`src/rtl/lut_prog.sv`:
```
`default_nettype none
// ============================================================================
// lut_prog : serially loaded lookup table with a valid/ready lookup port
// Rev 1.0
// ============================================================================
module lut_prog #(
    parameter int IN_W  = 4,
    parameter int OUT_W = 1
) (
    input  logic                 clk,
    input  logic                 rst,
    input  logic                 cfg_start,
    input  logic                 cfg_bit_valid,
    input  logic                 cfg_bit,
    output logic                 cfg_busy,
    output logic                 cfg_done,
    input  logic                 in_valid,
    input  logic [IN_W-1:0]      in_addr,
    output logic                 in_ready,
    output logic                 out_valid,
    output logic [OUT_W-1:0]     out_data,
    input  logic                 out_ready,
    output logic [2**IN_W-1:0]   nz_map
);
    localparam int DEPTH = 2**IN_W;
    localparam int TOTAL = DEPTH * OUT_W;
    localparam int K_W   = $clog2(TOTAL);
    localparam logic [K_W-1:0] K_LAST = K_W'(TOTAL - 1);

    typedef enum logic [0:0] {
        RUN  = 1'b0,
        LOAD = 1'b1
    } state_t;

    state_t           state_q;
    logic [K_W-1:0]   k_q;
    logic [TOTAL-1:0] table_q;
    logic             out_valid_q;
    logic [OUT_W-1:0] out_data_q;
    logic             cfg_done_q;
    logic [DEPTH-1:0] nz_q;

    logic [K_W-1:0]   rd_base;
    logic [OUT_W-1:0] out_data_d;
    logic             accept;

    // Table is stored flat: entry e occupies bits [e*OUT_W +: OUT_W].
    assign rd_base    = K_W'(in_addr) * K_W'(OUT_W);
    assign out_data_d = table_q[rd_base +: OUT_W];
    assign in_ready   = (state_q == RUN) && (!out_valid_q || out_ready);
    assign accept     = in_valid && in_ready;

    assign cfg_busy  = (state_q == LOAD);
    assign cfg_done  = cfg_done_q;
    assign out_valid = out_valid_q;
    assign out_data  = out_data_q;
    assign nz_map    = nz_q;

    always_ff @(posedge clk or posedge rst) begin
        if (rst) begin
            state_q     <= RUN;
            k_q         <= '0;
            table_q     <= '0;
            out_valid_q <= 1'b0;
            out_data_q  <= '0;
            cfg_done_q  <= 1'b0;
            nz_q        <= '0;
        end else begin
            cfg_done_q <= 1'b0;

            if (accept) begin
                out_valid_q <= 1'b1;
                out_data_q  <= out_data_d;
                if (out_data_d != '0) begin
                    nz_q[in_addr] <= 1'b1;
                end
            end else if (out_ready) begin
                out_valid_q <= 1'b0;
            end

            // The clear on entering LOAD deliberately overrides a same-cycle nz set.
            case (state_q)
                RUN: begin
                    if (cfg_start) begin
                        state_q <= LOAD;
                        k_q     <= '0;
                        nz_q    <= '0;
                    end
                end
                LOAD: begin
                    if (cfg_bit_valid) begin
                        table_q[k_q] <= cfg_bit;
                        if (k_q == K_LAST) begin
                            state_q    <= RUN;
                            k_q        <= '0;
                            cfg_done_q <= 1'b1;
                        end else begin
                            k_q <= k_q + 1'b1;
                        end
                    end
                end
                default: state_q <= RUN;
            endcase
        end
    end
endmodule
`default_nettype wire

```
`config.mk`:
```
export PLATFORM = sky130hd
export DESIGN_NAME = lut_prog
export DESIGN_NICKNAME = d
export VERILOG_FILES = /design/src/rtl/lut_prog.sv
export SDC_FILE = /design/constraint.sdc
export NUM_CORES = 1
export LEC_CHECK = 0
export BUFFER_PORTS_ARGS = -buffer_cell sky130_fd_sc_hd__buf_2
export CAP_MARGIN = 10
export CELL_PAD_IN_SITES_DETAIL_PLACEMENT = 0
export CELL_PAD_IN_SITES_GLOBAL_PLACEMENT = 1
export CORE_ASPECT_RATIO = 0.9
export CORE_UTILIZATION = 35
export CTS_BUF_LIST = sky130_fd_sc_hd__clkbuf_4 sky130_fd_sc_hd__clkbuf_8
export DETAILED_ROUTE_END_ITERATION = 10
export GPL_ROUTABILITY_DRIVEN = 0
export PLACE_DENSITY = 0.69
export RECOVER_POWER = 25
export SYNTH_ARGS = -nofsm -noshare
export SYNTH_HDL_FRONTEND = slang
export SYNTH_SLANG_ARGS = --single-unit
```
`constraint.sdc`:
```
create_clock -name clk -period 1.3 [get_ports clk]
set_input_delay 0.065 -clock clk [delete_from_list [all_inputs] [get_ports clk]]
set_output_delay 0.065 -clock clk [all_outputs]
set_load 0.02 [all_outputs]
```
==> qor.txt <==
run status - complete, but fails checks
violated checks - negative setup slack
maximum number of buffers from clock root to sink - 2
delay of the slowest cell on the worst path - 0.45 ns
fraction of final layout cells with drive strength greater than 1 - 0.504
Clock Sinks - 40
Power per Cell Area - 1470 nW/um^2
per-instance average area after synthesis - 11.2 sq um
setup slack after placement - -0.0509 ns
Final #Nets - 248
largest fanout on the critical path - 4
cell chain of the critical path - inv_4 > ha_4 > nand2_4 > nor3_4 > mux2_4
final core occ - 0.508
Slew HR - 0.630
number of filler cells placed in the layout - 500
Reg2Reg Setup Slack - -0.09 ns
CTS root buf - sky130_fd_sc_hd__clkbuf_8
Post-Syn Area - 1970 sq um
syn_nets - 190
remaining antenna violation count - 0
synth top area cells - sky130_fd_sc_hd__dfrtp_1, sky130_fd_sc_hd__mux2_1, sky130_fd_sc_hd__nor2_1, sky130_fd_sc_hd__nand2_1, sky130_fd_sc_hd__a31oi_1
vias per cell - 4.86
slew at the pin closest to its max-slew limit - 0.555 ns
Post-route DRC - 0
critical path class - reg2reg
post-route fraction of the period consumed by the critical path - 1.07
Die Footprint - 5920 sq um
slowest stage cell, crit path - sky130_fd_sc_hd__dfrtp_2
later-pin clock latency in the skew report - 0.30 ns
register clock-pin slew on the reported worst setup and hold paths - 0.08 ns
overall power - 3.96 mW
sequential cell area fraction in the yosys report - 0.509
Final Setup Violations - 10
reported leakage power - 1.29 nW
number of warnings reported in the yosys synthesis log - 0
type of the worst min-delay path - in2reg
overflow left after global routing - 0
H-Tree Level Count - 2
Routed WL per cell - 14.8 um
antenna violations before repair - 0
r2r startpoint - k_q[1]
setup repair after global routing missed its margin - true
startpoint class of the critical path - register
TritonCTS clock tree - yes
worst supply voltage drop on vdd - 1070 uV
initial standard-cell utilization of the core - 0.370
Post-Route Setup TNS - -0.403 ns
Starting DRT DRC Count - 54
number of global-route vias before repair - 1420
total wire length - 4440 um
synthesis-to-layout area growth - 37.5%
final critical-path required period - 1.39 ns
Fin Clk Skew - 0.00805 ns
crit end category - register
post-synth top area cell - sky130_fd_sc_hd__dfrtp_1
first-pass GRT wire length - 7070 um
start point of the worst hold path - cfg_start
Core ar. - 5320 sq um
Max Slew Vio Count - 0
cell count after synthesis - 175
horizontal extent of the die - 81.0 um
final hold slack - 0.0575 ns
critical path launch point - k_q[1]
count of unique library cells instantiated by Yosys - 41
required time reported for the critical path endpoint - 1.49 ns
number of max-cap violations - 0
detailed placement HPWL - 3170 um
1st-pass router iterations - 4
gr usage total - 0.165
pin count of the biggest net entering global routing - 41
clock buffer count from CTS - 5
Top Ports - 32
Hold Violations, Final - 0
# port buffers - 31
least setup slack across all paths after layout - -0.0919 ns
top cell type's share of synthesized area - 0.509
post-synthesis sequential element count - 40
Vert. Die Dim - 73.1 um
number of antenna diodes - 0
fmax - 0.718 GHz
Arrival @ worst endpoint - 1.58 ns
standard-cell rows - 25
via count - 1464
-- per-layer routing --
| layer | share of wire | global-route usage | vias to the layer above |
|---|---|---|---|
| met1 | 0.51 | 0.235 | 697 |
| met4 | 0.016 | 0.0813 | 0 |
| met3 | 0.036 | 0.0400 | 7 |
| met5 | 0 | 0 | - |
| li1 | - | - | 734 |
| met2 | 0.44 | 0.232 | 26 |
-- final cells by class --
type                       instances  area (sq um)  area share
clock buffer                       6          82.6      0.0306
clock inverter                     2          10.0     0.00370
inverter                           4          20.0     0.00741
multi-input combinational        124          1120       0.414
sequential                        40          1000       0.372
tap                               67          83.8      0.0310
timing repair buffer              58           382       0.141
-- metrics by stage --
step | instance area (sq um) | std cells
floorplan | 2000 | 175
global placement | 2380 | 290
detailed placement | 2380 | 290
CTS | 2510 | 299
global route | 2700 | 301
finish | 2700 | 301
-- worst paths after layout --
path	cells after the start	end
max	5	table_q[1]
min	3	cfg_busy
max reg2reg	5	table_q[1]
min reg2reg	2	nz_map[5]
max in group asynchronous	4	cfg_busy
min in group asynchronous	4	table_q[10]
-- state kept, by name, summed over array words and instances, names as in the netlist --
signal,count
nz_map,16
table_q,16
k_q,4
cfg_busy,1
cfg_done,1
out_data,1
out_valid,1
-- cells in the mapped netlist --
| cell | number |
|---|---|
| sky130_fd_sc_hd__nor2_4 | 1 |
| sky130_fd_sc_hd__mux4_2 | 2 |
| sky130_fd_sc_hd__nor4_2 | 1 |
| sky130_fd_sc_hd__a31oi_1 | 8 |
| sky130_fd_sc_hd__o2111ai_1 | 1 |
| sky130_fd_sc_hd__buf_2 | 2 |
| sky130_fd_sc_hd__and2_1 | 2 |
| sky130_fd_sc_hd__clkbuf_1 | 2 |
| sky130_fd_sc_hd__a41oi_1 | 2 |
| sky130_fd_sc_hd__nor2b_1 | 3 |
| sky130_fd_sc_hd__dfrtp_1 | 40 |
| sky130_fd_sc_hd__a211oi_1 | 1 |
| sky130_fd_sc_hd__o211ai_1 | 1 |
| sky130_fd_sc_hd__nor3_2 | 4 |
| sky130_fd_sc_hd__or2b_1 | 1 |
| sky130_fd_sc_hd__a21oi_1 | 1 |
| sky130_fd_sc_hd__and3_1 | 1 |
| sky130_fd_sc_hd__nand3_1 | 4 |
| sky130_fd_sc_hd__mux2i_1 | 4 |
| sky130_fd_sc_hd__and2b_4 | 1 |
| sky130_fd_sc_hd__nand2_2 | 1 |
| sky130_fd_sc_hd__nand2_1 | 14 |
| sky130_fd_sc_hd__mux2_1 | 16 |
| sky130_fd_sc_hd__nor3b_4 | 1 |
| sky130_fd_sc_hd__o21ai_1 | 7 |
| sky130_fd_sc_hd__buf_6 | 1 |
| sky130_fd_sc_hd__nand3_2 | 1 |
| sky130_fd_sc_hd__a311oi_1 | 1 |
| sky130_fd_sc_hd__nor4_1 | 1 |
| sky130_fd_sc_hd__buf_4 | 2 |
| sky130_fd_sc_hd__nor2_1 | 27 |
| sky130_fd_sc_hd__o21ai_0 | 1 |
| sky130_fd_sc_hd__a21boi_2 | 1 |
| sky130_fd_sc_hd__ha_1 | 4 |
| sky130_fd_sc_hd__a21o_1 | 1 |
| sky130_fd_sc_hd__nand2b_1 | 4 |
| sky130_fd_sc_hd__o31ai_2 | 3 |
| sky130_fd_sc_hd__and2b_1 | 1 |
| sky130_fd_sc_hd__nand2b_4 | 1 |
| sky130_fd_sc_hd__a22o_1 | 1 |
| sky130_fd_sc_hd__inv_1 | 4 |
-- worst max-delay path: cells and delay by family, from the launching register on --
kind,cells,cell delay [ns]
buf+inv,1,0.09
simple gates,2,0.29
mux,1,0.31
flops,1,0.45
fa+ha+maj,1,0.14
-- where the power goes --
part	total, mW	leakage, nW	internal, mW	switching, mW
clock network	0.854	0.0510	0.423	0.431
logic	1.38	0.711	0.691	0.685
registers	1.73	0.526	1.53	0.203
total	3.96	1.29	2.64	1.32
-- repair_timing --
item                                    in CTS  in global routing
pin swaps                                    3                 15
endpoints found under the setup margin      21                 31
endpoints found under the hold margin       40                  0
setup buffers                                0                  3
hold buffers                                 1                  0
gates resized for setup                      6                 45
-- placed cells by master, fill, tap and decap left out, drive strengths merged --
cell and n:
nor2 28, dlygate4sd3 1, buf 56, mux2 16
o211ai 1, a21o 1, a41oi 2, or2b 1
a311oi 1, nand3 5, clkbuf 7, o2111ai 1
inv 4, and2 2, nor3b 1, clkinv 2
ha 4, mux4 2, nor3 4, a21boi 1
a31oi 8, and3 1, o21ai 8, and2b 2
o31ai 3, nand2 15, a21oi 1, a22o 1
dfrtp 40, a211oi 1, nand2b 5, nor4 2
nor2b 3, mux2i 4
-- kinds of logic (layout without fill, tap and decap cells) --
family / after synthesis / count (layout) / share of synthesized area
simple gates: 69 / 69 / 0.194
flops: 40 / 40 / 0.509
compound gates: 29 / 29 / 0.107
mux: 22 / 22 / 0.135
buf+inv: 11 / 70 / 0.0299
fa+ha+maj: 4 / 4 / 0.0255
(Power assumes the default switching activity.)
